$ cat src/rtl/accum_nbit_cout_if.sv
// accum_nbit_cout_if: input word stream and result stream of the accumulator.
//   in_valid/in_ready/in_data/in_last : word stream into the accumulator
//   out_valid/out_ready/out_sum/out_ovf_cnt/out_terms : per-packet result
//   master : producer/consumer side (drives words, accepts results)
//   slave  : accumulator side
interface accum_nbit_cout_if #(
  parameter int WIDTH     = 32,
  parameter int CNT_WIDTH = 8
);
  logic                 in_valid;
  logic                 in_ready;
  logic [WIDTH-1:0]     in_data;
  logic                 in_last;
  logic                 out_valid;
  logic                 out_ready;
  logic [WIDTH-1:0]     out_sum;
  logic [CNT_WIDTH-1:0] out_ovf_cnt;
  logic [CNT_WIDTH-1:0] out_terms;

  modport master (
    output in_valid, in_data, in_last, out_ready,
    input  in_ready, out_valid, out_sum, out_ovf_cnt, out_terms
  );

  modport slave (
    input  in_valid, in_data, in_last, out_ready,
    output in_ready, out_valid, out_sum, out_ovf_cnt, out_terms
  );
endinterface

$ cat src/rtl/accum_nbit_cout.sv
// accum_nbit_cout: packet accumulator closing the loop around an external
// combinational carry-out adder.
//   clk, rst  : clock, synchronous active-high reset
//   bus       : word/result streams (slave modport)
//   add_a     : adder A operand = accumulator register
//   add_b     : adder B operand = in_data pass-through
//   add_sum   : adder Sum, loaded into the accumulator on accept
//   add_cout  : adder Cout, counted as a wrap-around on accept
module accum_nbit_cout #(
  parameter int WIDTH     = 32,
  parameter int CNT_WIDTH = 8
) (
  input  logic                 clk,
  input  logic                 rst,
  accum_nbit_cout_if.slave     bus,
  output logic [WIDTH-1:0]     add_a,
  output logic [WIDTH-1:0]     add_b,
  input  logic [WIDTH-1:0]     add_sum,
  input  logic                 add_cout
);

  typedef enum logic [1:0] {IDLE, ACCUM, HOLD} state_e;

  localparam logic [CNT_WIDTH-1:0] CNT_MAX = '1;

  state_e               state_q, state_d;
  logic [WIDTH-1:0]     acc_q, acc_d;
  logic [CNT_WIDTH-1:0] ovf_q, ovf_d;
  logic [CNT_WIDTH-1:0] terms_q, terms_d;
  logic                 accept;

  // Outputs decode straight from registered state, so no combinational path
  // from in_valid/out_ready to in_ready/out_valid.
  assign bus.in_ready    = (state_q != HOLD);
  assign bus.out_valid   = (state_q == HOLD);
  assign bus.out_sum     = acc_q;
  assign bus.out_ovf_cnt = ovf_q;
  assign bus.out_terms   = terms_q;

  assign add_a  = acc_q;
  assign add_b  = bus.in_data;
  assign accept = bus.in_valid && bus.in_ready;

  always_comb begin
    state_d = state_q;
    acc_d   = acc_q;
    ovf_d   = ovf_q;
    terms_d = terms_q;
    case (state_q)
      IDLE, ACCUM: begin
        if (accept) begin
          acc_d   = add_sum;
          // Both counters stick at all-ones rather than wrapping.
          if (add_cout && (ovf_q != CNT_MAX)) ovf_d = ovf_q + CNT_WIDTH'(1);
          if (terms_q != CNT_MAX)             terms_d = terms_q + CNT_WIDTH'(1);
          state_d = bus.in_last ? HOLD : ACCUM;
        end
      end
      HOLD: begin
        if (bus.out_ready) begin
          // Clear here so the next packet's first word sees add_a = 0.
          acc_d   = '0;
          ovf_d   = '0;
          terms_d = '0;
          state_d = IDLE;
        end
      end
      default: state_d = IDLE;
    endcase
  end

  always_ff @(posedge clk) begin
    if (rst) begin
      state_q <= IDLE;
      acc_q   <= '0;
      ovf_q   <= '0;
      terms_q <= '0;
    end else begin
      state_q <= state_d;
      acc_q   <= acc_d;
      ovf_q   <= ovf_d;
      terms_q <= terms_d;
    end
  end

endmodule

$ cat src/flat_wrapper.sv
// flat-port wrapper written by rule: the top's interface ports become plain ports
module accum_nbit_cout_flat 
#(
  parameter int WIDTH     = 32,
  parameter int CNT_WIDTH = 8
)
  (clk, rst, add_a, add_b, add_sum, add_cout, bus_in_valid, bus_in_data, bus_in_last, bus_out_ready, bus_in_ready, bus_out_valid, bus_out_sum, bus_out_ovf_cnt, bus_out_terms);
  accum_nbit_cout_if #(.WIDTH(WIDTH), .CNT_WIDTH(CNT_WIDTH)) bus_i ();
  input  logic clk;
  input  logic rst;
  output logic [WIDTH-1:0] add_a;
  output logic [WIDTH-1:0] add_b;
  input  logic [WIDTH-1:0] add_sum;
  input  logic add_cout;
  input wire logic [$bits(bus_i.in_valid)-1:0] bus_in_valid;
  input wire logic [$bits(bus_i.in_data)-1:0] bus_in_data;
  input wire logic [$bits(bus_i.in_last)-1:0] bus_in_last;
  input wire logic [$bits(bus_i.out_ready)-1:0] bus_out_ready;
  output wire logic [$bits(bus_i.in_ready)-1:0] bus_in_ready;
  output wire logic [$bits(bus_i.out_valid)-1:0] bus_out_valid;
  output wire logic [$bits(bus_i.out_sum)-1:0] bus_out_sum;
  output wire logic [$bits(bus_i.out_ovf_cnt)-1:0] bus_out_ovf_cnt;
  output wire logic [$bits(bus_i.out_terms)-1:0] bus_out_terms;
  assign bus_i.in_valid = bus_in_valid;
  assign bus_i.in_data = bus_in_data;
  assign bus_i.in_last = bus_in_last;
  assign bus_i.out_ready = bus_out_ready;
  assign bus_in_ready = bus_i.in_ready;
  assign bus_out_valid = bus_i.out_valid;
  assign bus_out_sum = bus_i.out_sum;
  assign bus_out_ovf_cnt = bus_i.out_ovf_cnt;
  assign bus_out_terms = bus_i.out_terms;
  accum_nbit_cout #(.WIDTH(WIDTH), .CNT_WIDTH(CNT_WIDTH)) u_core (.clk(clk), .rst(rst), .bus(bus_i), .add_a(add_a), .add_b(add_b), .add_sum(add_sum), .add_cout(add_cout));
endmodule
$ cat config.mk
export PLATFORM = sky130hd
export DESIGN_NAME = accum_nbit_cout_flat
export DESIGN_NICKNAME = d
export VERILOG_FILES = /design/src/rtl/accum_nbit_cout_if.sv /design/src/rtl/accum_nbit_cout.sv /design/src/flat_wrapper.sv
export SDC_FILE = /design/constraint.sdc
export NUM_CORES = 1
export LEC_CHECK = 0
export BUFFER_PORTS_ARGS = -buffer_cell sky130_fd_sc_hd__buf_2
export CORE_ASPECT_RATIO = 1.2
export CORE_MARGIN = 3
export CORE_UTILIZATION = 43
export CTS_CLUSTER_SIZE = 40
export DETAILED_ROUTE_END_ITERATION = 8
export PLACE_DENSITY = 0.94
export SKIP_LAST_GASP = 1
export SLEW_MARGIN = 20
export SYNTH_ARGS = -nofsm -noshare
export SYNTH_HDL_FRONTEND = slang
export SYNTH_SLANG_ARGS = --single-unit
export TNS_END_PERCENT = 50
$ cat constraint.sdc
create_clock -name clk -period 2.2 [get_ports clk]
set_input_delay 0.44 -clock clk [delete_from_list [all_inputs] [get_ports clk]]
set_output_delay 0.44 -clock clk [all_outputs]
set_load 0.1 [all_outputs]
==> key figures, run 1 <==
Timing
  • Worst-margin pin slew: 619 ps
  • Tcrit/Tclk final: 87.2%
  • Final hold slack: 366 ps
  • RSZ-0062 raised after global routing: false
  • Hold Fails Final Rpt: 0
  • Max Clock Freq: 0.521 GHz
  • Worst rel slew slack: 58.7%
  • Clock skew: 3.78 ps
  • Slew Viols, Final: 0
  • Setup-failing EPs final: 0
  • Period minus WS final: 1920 ps
  • TNS Setup: 0 ps

Drt
  • DR WL/cell: 14.3 µm
  • Via count: 2,136
  • DRT Wirelength: 5620 µm
  • Vias per cell: 5.44
  • Initial drt markers: 86
  • Final ANT Viol Nets: 0
  • Post-route DRC: 0
  • Total iterations of the first detailed-routing run: 4

Worst setup path
  • CP Cell Sequence: nor2b_1, buf_4, buf_2
  • Critical-path top delay cell: dfxtp_1
  • Family with the most delay on the worst path: buffers and inverters
  • Worst r2r path cells: 6
  • CP required: 1760 ps
  • Critical Path AT: 1480 ps
  • R2R Path End: u_core.bus.out_terms[1]
  • Worst-path fanout max: 7
  • Critical Path End Type: output port
  • Worst Path Buf+Inv: 2
  • Critical path class: flop to output port
  • Delay of the slowest cell on the worst path: 440 ps
  • Setup crit start kind: flop
  • Worst reg2reg startpoint: u_core.bus.out_terms[0]
  • Worst R2R Setup Slack: 330 ps

Synthesis
  • Fraction of registers with async set/reset: 0%
  • Post-synth EDFFs: 0
  • Syn Inst Count: 277
  • Yosys warns: 0
  • Post-synth top area cell: dfxtp_1
  • Top-area cell type share of the netlist area: 41.1%
  • Synthesized Nets: 349
  • Syn Area/Cell: 8.79 µm²
  • Top-count cell post-synth: buf_4
  • Main area contributors after synthesis: dfxtp_1, buf_4, a22oi_1
  • Most frequent cells after synthesis: buf_4, dfxtp_1, nor2_1
  • Synthesized flop and latch total: 50
  • Seq/Total Area, Yosys: 41.1%
  • Post-synth cell types: 38
  • Post-Syn Area: 2440 µm²
  • Dominant synthesized flop cell: dfxtp_1

Clock network
  • CTS tree: yes
  • CTS Sinks: 50
  • Post-CTS Setup Bufs: 0
  • H-Tree Depth: 2
  • Hold Buf Count CTS: 0
  • Clock Latency Late Sink: 290 ps
  • Clock transition at path regs: 90 ps
  • TritonCTS Buffers: 5
  • Clk buf depth: 2
  • Post-CTS sizing: 0
  • CTS root buf: clkbuf_8

Floorplanning
  • Chip Height: 88.5 µm
  • Core area: 5370 µm²
  • Total die area: 6610 µm²
  • I/O pin count: 184
  • Num rows: 29
  • Die span in x: 74.7 µm
  • Initial core utilization: 45.4%

Global routing
  • Largest net degree at the start of global routing: 22
  • Overflow after GRT: 0
  • First-pass GRT wire length: 8760 µm
  • Vias in the first global route: 1,924
  • Tot GR Track Use: 16.8%
  • Initial antenna violation count: 0

Placement
  • # port buffers: 119
  • HPWL after DPL: 4220 µm
  • Placer Congestion: 0.870

Layout
  • ANT cells: 0
  • Share of cells above drive strength 1: 42.6%
  • Layout area overhead: 12.2%
  • Nets: 402

Power and ir drop
  • Pwr Total: 2.43 mW
  • PD cells: 890 nW/µm²
  • Leak: 1.32 nW
  • VDD IR max: 0.436 mV

Run
  • # Max-Cap Violations: 0

Status
  • Status: complete, no violations

Worst hold path
  • Worst hold path class: input port to flop
  • WHS Endpoint: u_core.state_q[0]
  • Beginning of the worst hold path: bus_in_last
  • Worst Hold Depth: 2
## layer usage
| layer | track usage (%) | vias to the layer above | routed length [µm] | share of wire, % |
|---|---|---|---|---|
| li1 | - | 1026 | - | - |
| met1 | 19.4 | 1002 | 2190 | 39 |
| met2 | 28.3 | 90 | 2910 | 52 |
| met3 | 4.66 | 18 | 371 | 6.6 |
| met4 | 8.41 | 0 | 149 | 2.7 |
| met5 | 0 | - | 0 | 0 |
## worst max path at each step
stage | from | end | slack [ps] | depth (start not counted)
floorplan | u_core.state_q[1] | u_core.bus.out_ovf_cnt[3] | -20 | 6
global route | u_core.bus.out_terms[1] | u_core.bus.out_terms[1] | 180 | 6
finish | u_core.state_q[1] | bus_out_valid | 280 | 3
CTS | u_core.state_q[1] | bus_out_valid | 260 | 3
detailed placement | bus_in_valid | u_core.bus.out_terms[1] | 370 | 6
global placement | bus_in_valid | u_core.bus.out_terms[1] | 460 | 6
## area by class of cell
cell class / count / area [µm²]
clock buffers: 8 / 110
flip-flops and latches: 50 / 1000
multi-input cells: 144 / 880
well taps: 62 / 77.6
fillers: 492 / 2640
repair buffers: 126 / 648
inverters: 3 / 15.0
## where the power goes
part / switching (mW) / total [mW] / internal, mW
combinational: 0.706 / 0.843 / 0.137
clock: 0.286 / 0.604 / 0.318
sequential: 0.0372 / 0.987 / 0.950
## cell usage in the layout (no fill, tap or decap), types with 2 or more instances in the layout
| cell | Yosys | final |
|---|---|---|
| clkbuf_8 | 0 | 8 |
| or4_1 | 2 | 2 |
| nand4_1 | 5 | 5 |
| nand3_1 | 7 | 7 |
| nand2_1 | 4 | 4 |
| buf_2 | 7 | 119 |
| a21oi_1 | 6 | 6 |
| ha_1 | 2 | 2 |
| a22oi_1 | 32 | 32 |
| buf_4 | 64 | 7 |
| nand4b_1 | 2 | 2 |
| a41oi_1 | 2 | 2 |
| dfxtp_1 | 50 | 48 |
| dfxtp_2 | 0 | 2 |
| o22ai_1 | 3 | 3 |
| or3_1 | 4 | 4 |
| o31ai_1 | 5 | 5 |
| o311ai_0 | 5 | 5 |
| mux2i_1 | 2 | 2 |
| nor2_1 | 42 | 41 |
| o21ai_0 | 5 | 5 |
## through the flow
step | area [µm²] | util [%] | setup slack (ps) | std cells
6_report | 2730 | 50.9 | 281 | 393
5_1_grt | 2730 | 50.9 | 184 | 393
4_1_cts | 2730 | 50.9 | 261 | 393
3_5_place_dp | 2620 | 48.9 | 368 | 385
3_3_place_gp | 2620 | 48.9 | 458 | 385
2_1_floorplan | 2450 | - | -18.9 | 277
## logic make-up (layout without fill, tap and decap cells)
group | count (synthesis) | in the layout | synth area share [%]
buffers and inverters | 83 | 137 | 23.0
AND/OR/NAND/NOR | 76 | 76 | 15.0
AO/OA/AOI/OAI | 63 | 63 | 18.6
flip-flops | 50 | 50 | 41.1
adder cells (fa/ha/maj) | 2 | 2 | 1.03
multiplexers | 2 | 2 | 0.822
XOR/XNOR | 1 | 1 | 0.360
## sequential cells by signal, indices dropped and copies added, names as in the netlist
register / flops
u_core.add_a: 32
u_core.bus.out_ovf_cnt: 8
u_core.bus.out_terms: 8
u_core.state_q: 2
## worst register-to-register path, cell delays in order, from the launching register on
cell and delay, ps:
dfxtp_1 410, ha_1 250, nand4b_1 120, o22ai_1 490, buf_4 250, mux2i_1 180
nor2_1 50
(Power assumes the default switching activity.)
==> run 2, diff against run 1 <==
--- a/config.mk
+++ b/config.mk
@@ -5,13 +5,14 @@
 export SDC_FILE = /design/constraint.sdc
 export NUM_CORES = 1
 export LEC_CHECK = 0
+export ABC_AREA = 1
 export BUFFER_PORTS_ARGS = -buffer_cell sky130_fd_sc_hd__buf_2
 export CORE_ASPECT_RATIO = 1.2
 export CORE_MARGIN = 3
-export CORE_UTILIZATION = 43
+export CORE_UTILIZATION = 45
 export CTS_CLUSTER_SIZE = 40
 export DETAILED_ROUTE_END_ITERATION = 8
-export PLACE_DENSITY = 0.94
+export PLACE_DENSITY = 0.95
 export SKIP_LAST_GASP = 1
 export SLEW_MARGIN = 20
 export SYNTH_ARGS = -nofsm -noshare
==> run 2 against run 1 <==
Clock power grew 30%. Cell area grew 7.6%. Global-route usage grew 0.44 points. Wire length grew 9.2%. Power grew 8.5%. Largest cell class unchanged. Largest power group unchanged.
==> key figures, run 2 <==
Status
  • Status: complete, no violations

Layout
  • Max FFs per register: 32
  • Filler cells: 516
  • Multi-input logic area: 988 µm²
  • Final instance area: 2940 µm²
  • FF/Latch Area: 1000 µm²
  • Most common cell after layout, fill and taps aside: buf_2
  • Final Util: 53.7%
  • ANT cells: 0
  • Commonest cells after routing, fill and taps aside: buf_2, nand2_1, dfxtp_1
  • Nets: 495
  • Post-route non-filler standard cell count: 501
  • Layout area overhead: 11.7%
  • Share of cells above drive strength 1: 33.0%

Synthesis
  • Post-synth cell types: 24
  • Post-synth top area cell: dfxtp_1
  • Post-Syn Area: 2630 µm²
  • Most frequent cells after synthesis: nand2_1, buf_4, dfxtp_1
  • Syn Area/Cell: 7.11 µm²
  • Seq/Total Area, Yosys: 38.0%
  • Yosys warns: 0
  • Top-count cell post-synth: nand2_1
  • Fraction of registers with async set/reset: 0%
  • Dominant synthesized flop cell: dfxtp_1
  • Post-synth EDFFs: 0
  • Top-area cell type share of the netlist area: 38.0%
  • Synthesized flop and latch total: 50
  • Synthesized Nets: 442
  • Main area contributors after synthesis: dfxtp_1, buf_4, nand2_1
  • Syn Inst Count: 370

Floorplanning
  • Chip Height: 89.8 µm
  • Die span in x: 75.8 µm
  • Num rows: 29
  • Total die area: 6810 µm²
  • Core area: 5480 µm²
  • Initial core utilization: 48.0%
  • I/O pin count: 184

Power and ir drop
  • Combinational share of power: 32.9%
  • VDD IR max: 0.438 mV
  • PD cells: 898 nW/µm²
  • Sw Ratio: 40.7%
  • Pint: 1.57 mW
  • Pwr Total: 2.64 mW
  • Psw: 1.07 mW
  • Leak: 1.52 nW
  • Seq pwr share: 37.4%
  • Clock share of power: 29.6%

Timing
  • Worst-margin pin slew: 502 ps
  • Worst rel slew slack: 66.7%
  • RSZ-0062 raised after global routing: false
  • Hold Fails Final Rpt: 0
  • Setup-failing EPs final: 0
  • Clock skew: 9.59 ps
  • Tcrit/Tclk final: 84.2%
  • TNS Setup: 0 ps
  • Max Clock Freq: 0.540 GHz
  • Period minus WS final: 1850 ps
  • Slew Viols, Final: 0

Worst setup path
  • Worst-path fanout max: 6
  • Critical path class: flop to output port
  • CP required: 1760 ps
  • Critical Path End Type: output port
  • Critical Path AT: 1410 ps
  • Setup crit start kind: flop

Drt
  • Final ANT Viol Nets: 0
  • DR WL/cell: 12.3 µm
  • Vias per cell: 4.82
  • Post-route DRC: 0
  • Initial drt markers: 83
  • Via count: 2,416
  • DRT Wirelength: 6140 µm
  • Total iterations of the first detailed-routing run: 4

Worst hold path
  • Worst hold path class: input port to flop

Clock network
  • Clock transition at path regs: 90 ps
  • Clock Latency Late Sink: 300 ps
  • H-Tree Depth: 2
  • CTS root buf: clkbuf_8
  • Post-CTS sizing: 0
  • Post-CTS Setup Bufs: 0
  • CTS Sinks: 50
  • Clk buf depth: 2
  • CTS tree: yes
  • Hold Buf Count CTS: 0
  • TritonCTS Buffers: 5

Global routing
  • Initial antenna violation count: 0
  • Vias in the first global route: 2,179
  • Overflow after GRT: 0
  • First-pass GRT wire length: 9510 µm
  • Tot GR Track Use: 17.3%
  • Largest net degree at the start of global routing: 38

Placement
  • Placer Congestion: 0.805
  • HPWL after DPL: 4560 µm
  • # port buffers: 119
  • DP Area: 2800 µm²
  • DP Cell Count: 493

Run
  • # Max-Cap Violations: 0
## run 2: worst paths after layout
kind                        startpoint                        end  slack (ps)  cells after the start
max                  u_core.state_q[1]              bus_out_valid         350                      3
min                         add_sum[8]            u_core.add_a[8]         390                      3
max reg2reg  u_core.bus.out_ovf_cnt[1]  u_core.bus.out_ovf_cnt[1]         500                     10
min reg2reg           u_core.add_a[24]           u_core.add_a[24]         470                      2
## run 2: area by class of cell
cell class,instances,area share [%]
clock buffer,6,2.81
clock inverter,2,2.04
inverter,23,2.94
multi-input combinational,220,33.6
sequential,50,34.0
tap,77,3.28
timing repair buffer,123,21.3
## run 2: metrics by stage
step	setup WS [ps]	hold WS [ps]
2_1_floorplan	15.9	445
3_3_place_gp	643	455
3_5_place_dp	529	462
4_1_cts	343	371
5_1_grt	278	374
6_report	348	387
## run 2: kinds of logic (layout without fill, tap and decap cells)
family / count (synthesis) / after routing / synth area share (%)
AND/OR/NAND/NOR: 172 / 172 / 27.5
buffers and inverters: 100 / 154 / 24.4
flip-flops: 50 / 50 / 38.0
AO/OA/AOI/OAI: 46 / 46 / 9.13
adder cells (fa/ha/maj): 2 / 2 / 0.950
## run 2: power groups by stage
stage,Sequential (mW),Combinational (mW),Clock [mW]
after floorplan,1.32,0.738,0
after global placement,1.01,0.865,0
after detailed placement,1.01,0.873,0
after CTS,0.988,0.873,0.804
after global routing,0.997,0.908,0.838
final,0.988,0.869,0.783
## run 2: metal layers
metal | wire length (µm) | share of wire (%) | up-vias | GRT usage (%)
met5 | 0 | 0 | - | 0
met4 | 113 | 1.8 | 0 | 6.85
met3 | 466 | 7.6 | 16 | 4.13
met2 | 3200 | 52 | 112 | 32.4
met1 | 2360 | 38 | 1084 | 17.2
li1 | - | - | 1204 | -
## run 2: worst max-delay path, stage by stage, from the launching register on
cell,delay (ps)
dfxtp_1,380
inv_2,70
nor2_4,190
buf_2,470
==> run 3, diff against run 2 <==
--- a/config.mk
+++ b/config.mk
@@ -9,10 +9,10 @@
 export BUFFER_PORTS_ARGS = -buffer_cell sky130_fd_sc_hd__buf_2
 export CORE_ASPECT_RATIO = 1.2
 export CORE_MARGIN = 3
-export CORE_UTILIZATION = 45
+export CORE_UTILIZATION = 37
 export CTS_CLUSTER_SIZE = 40
 export DETAILED_ROUTE_END_ITERATION = 8
-export PLACE_DENSITY = 0.95
+export PLACE_DENSITY = 0.85
 export SKIP_LAST_GASP = 1
 export SLEW_MARGIN = 20
 export SYNTH_ARGS = -nofsm -noshare
==> constraint.sdc (replaced) <==
create_clock -name clk -period 1.7 [get_ports clk]
set_input_delay 0.34 -clock clk [delete_from_list [all_inputs] [get_ports clk]]
set_output_delay 0.34 -clock clk [all_outputs]
set_load 0.1 [all_outputs]
==> run 3 against run 2 <==
Core utilization shrank 10 points. Largest cell class unchanged. Sequential power grew 30%. Wire length grew 2.6%. Critical path type unchanged. Power grew 18%. Critical path depth grew 1. First-iteration DRC count shrank 39%. Die area grew 20%. Global-route usage shrank 2.4 points. Non-clock buffer count grew 1. Register-to-register slack lost 370 ps. Flip-flop and latch count is the same.
==> key figures, run 3 (synthesized netlist as in run 2, its figures left out) <==
Worst setup path
  • R2R Path End: u_core.bus.out_terms[3]
  • CP Cell Sequence: inv_2, nor2_4, buf_4, buf_12
  • Setup crit start kind: flop
  • WP depth: 4
  • CP required: 1360 ps
  • Worst-path fanout max: 3
  • Worst r2r path cells: 9
  • Worst setup startpoint: u_core.state_q[1]
  • Worst Path Buf+Inv: 3
  • Delay of the slowest cell on the worst path: 390 ps
  • CP Capture Point: bus_out_valid
  • Critical-path top delay cell: dfxtp_1
  • Critical path class: flop to output port
  • Worst reg2reg startpoint: u_core.bus.out_terms[0]
  • Critical Path End Type: output port
  • Family with the most delay on the worst path: buffers and inverters
  • Critical Path AT: 1270 ps
  • Worst R2R Setup Slack: 130 ps

Status
  • Status: complete, no violations

Timing
  • Hold Fails Final Rpt: 0
  • Worst-margin pin slew: 508 ps
  • Worst rel slew slack: 66.4%
  • TNS Setup: 0 ps
  • Period minus WS final: 1610 ps
  • Tcrit/Tclk final: 94.8%
  • Clock skew: 7.93 ps
  • Slew Viols, Final: 0
  • Setup-failing EPs final: 0
  • Final hold slack: 286 ps
  • RSZ-0062 raised after global routing: false
  • Max Clock Freq: 0.620 GHz

Floorplanning
  • Initial core utilization: 38.4%
  • Die span in x: 83 µm
  • Total die area: 8170 µm²
  • I/O pin count: 184
  • Num rows: 33
  • Core area: 6850 µm²
  • Chip Height: 98.4 µm

Layout
  • Commonest cells after routing, fill and taps aside: buf_2, nand2_1, a21oi_1
  • Filler cells: 705
  • Layout area overhead: 13.7%
  • Most common cell after layout, fill and taps aside: buf_2
  • Nets: 496
  • ANT cells: 0
  • Post-route non-filler standard cell count: 512
  • Final instance area: 2990 µm²
  • Share of cells above drive strength 1: 38.4%
  • Max FFs per register: 32

Clock network
  • CTS Sinks: 50
  • CTS tree: yes
  • Clock transition at path regs: 90 ps
  • Clk buf depth: 2
  • Clock Latency Late Sink: 290 ps
  • H-Tree Depth: 2
  • CTS root buf: clkbuf_8
  • Hold Buf Count CTS: 0
  • TritonCTS Buffers: 5

Drt
  • DR WL/cell: 12.3 µm
  • Post-route DRC: 0
  • Final ANT Viol Nets: 0
  • Vias per cell: 4.73
  • Initial drt markers: 51
  • Total iterations of the first detailed-routing run: 5
  • DRT Wirelength: 6300 µm
  • Via count: 2,420

Global routing
  • Overflow after GRT: 0
  • Vias in the first global route: 2,254
  • Tot GR Track Use: 14.9%
  • First-pass GRT wire length: 10,200 µm
  • Initial antenna violation count: 0
  • Largest net degree at the start of global routing: 38

Placement
  • Placer Congestion: 0.866
  • DP Cell Count: 502
  • # port buffers: 119
  • DP Area: 2880 µm²
  • HPWL after DPL: 4720 µm

Power and ir drop
  • VDD IR max: 0.436 mV
  • Leak: 1.53 nW
  • PD cells: 1040 nW/µm²
  • Pwr Total: 3.12 mW

Worst hold path
  • Worst hold path class: input port to flop

Run
  • # Max-Cap Violations: 0
## run 3: routing by layer
layer / part of all wire, % / track usage (%) / up-vias
li1: - / - / 1209
met1: 38 / 15.0 / 1089
met2: 52 / 28.0 / 106
met3: 7.4 / 3.88 / 16
met4: 2.5 / 7.30 / 0
met5: 0 / 0 / -
## run 3: power breakdown
group,total (mW),switching [mW],internal (mW)
sequential,1.28,0.0485,1.23
combinational,1.14,0.960,0.183
clock,0.693,0.365,0.329
total,3.12,1.37,1.74
## run 3: repair_timing
action / 4_1_cts / 5_1_grt
setup endpoints to repair: 1 / 7
pin swaps: 1 / 1
buffers inserted: 0 / 2
gates resized for setup: 1 / 2
## run 3: how the worst min path moves through the flow
stage	from	to	slack, ps	cells after the start
4_1_cts	add_sum[6]	u_core.add_a[6]	270	3
5_1_grt	add_sum[22]	u_core.add_a[22]	280	3
6_report	add_sum[4]	u_core.add_a[4]	290	3
3_3_place_gp	u_core.add_a[12]	u_core.add_a[12]	450	2
2_1_floorplan	u_core.state_q[1]	u_core.state_q[0]	440	1
3_5_place_dp	u_core.add_a[31]	u_core.add_a[31]	460	2
## run 3: through the flow
stage,worst slack [ps],utilization (%)
finish,87.7,43.7
global route,23.8,43.7
CTS,5.09,43.4
detailed placement,93.3,42.0
global placement,163,42.0
floorplan,-13.5,-
## run 3: layout make-up
cell class | count | area (µm²) | share of cell area [%]
Timing Repair Buffer | 124 | 676 | 22.6
Clock inverter | 1 | 5.00 | 0.167
Inverter | 23 | 88.8 | 2.97
Sequential cell | 50 | 1040 | 34.6
Clock buffer | 7 | 86.3 | 2.88
Multi-Input combinational cell | 220 | 993 | 33.2
Tap cell | 87 | 109 | 3.64
## run 3: worst register-to-register path: stages, from the launching register on
cell and delay, ps:
dfxtp_4 370, ha_1 170, nand2_1 100, nor2_1 230, nand3_1 160, nand2_4 140
inv_2 80, nand3_1 90, nand2_1 60, nor2_1 100
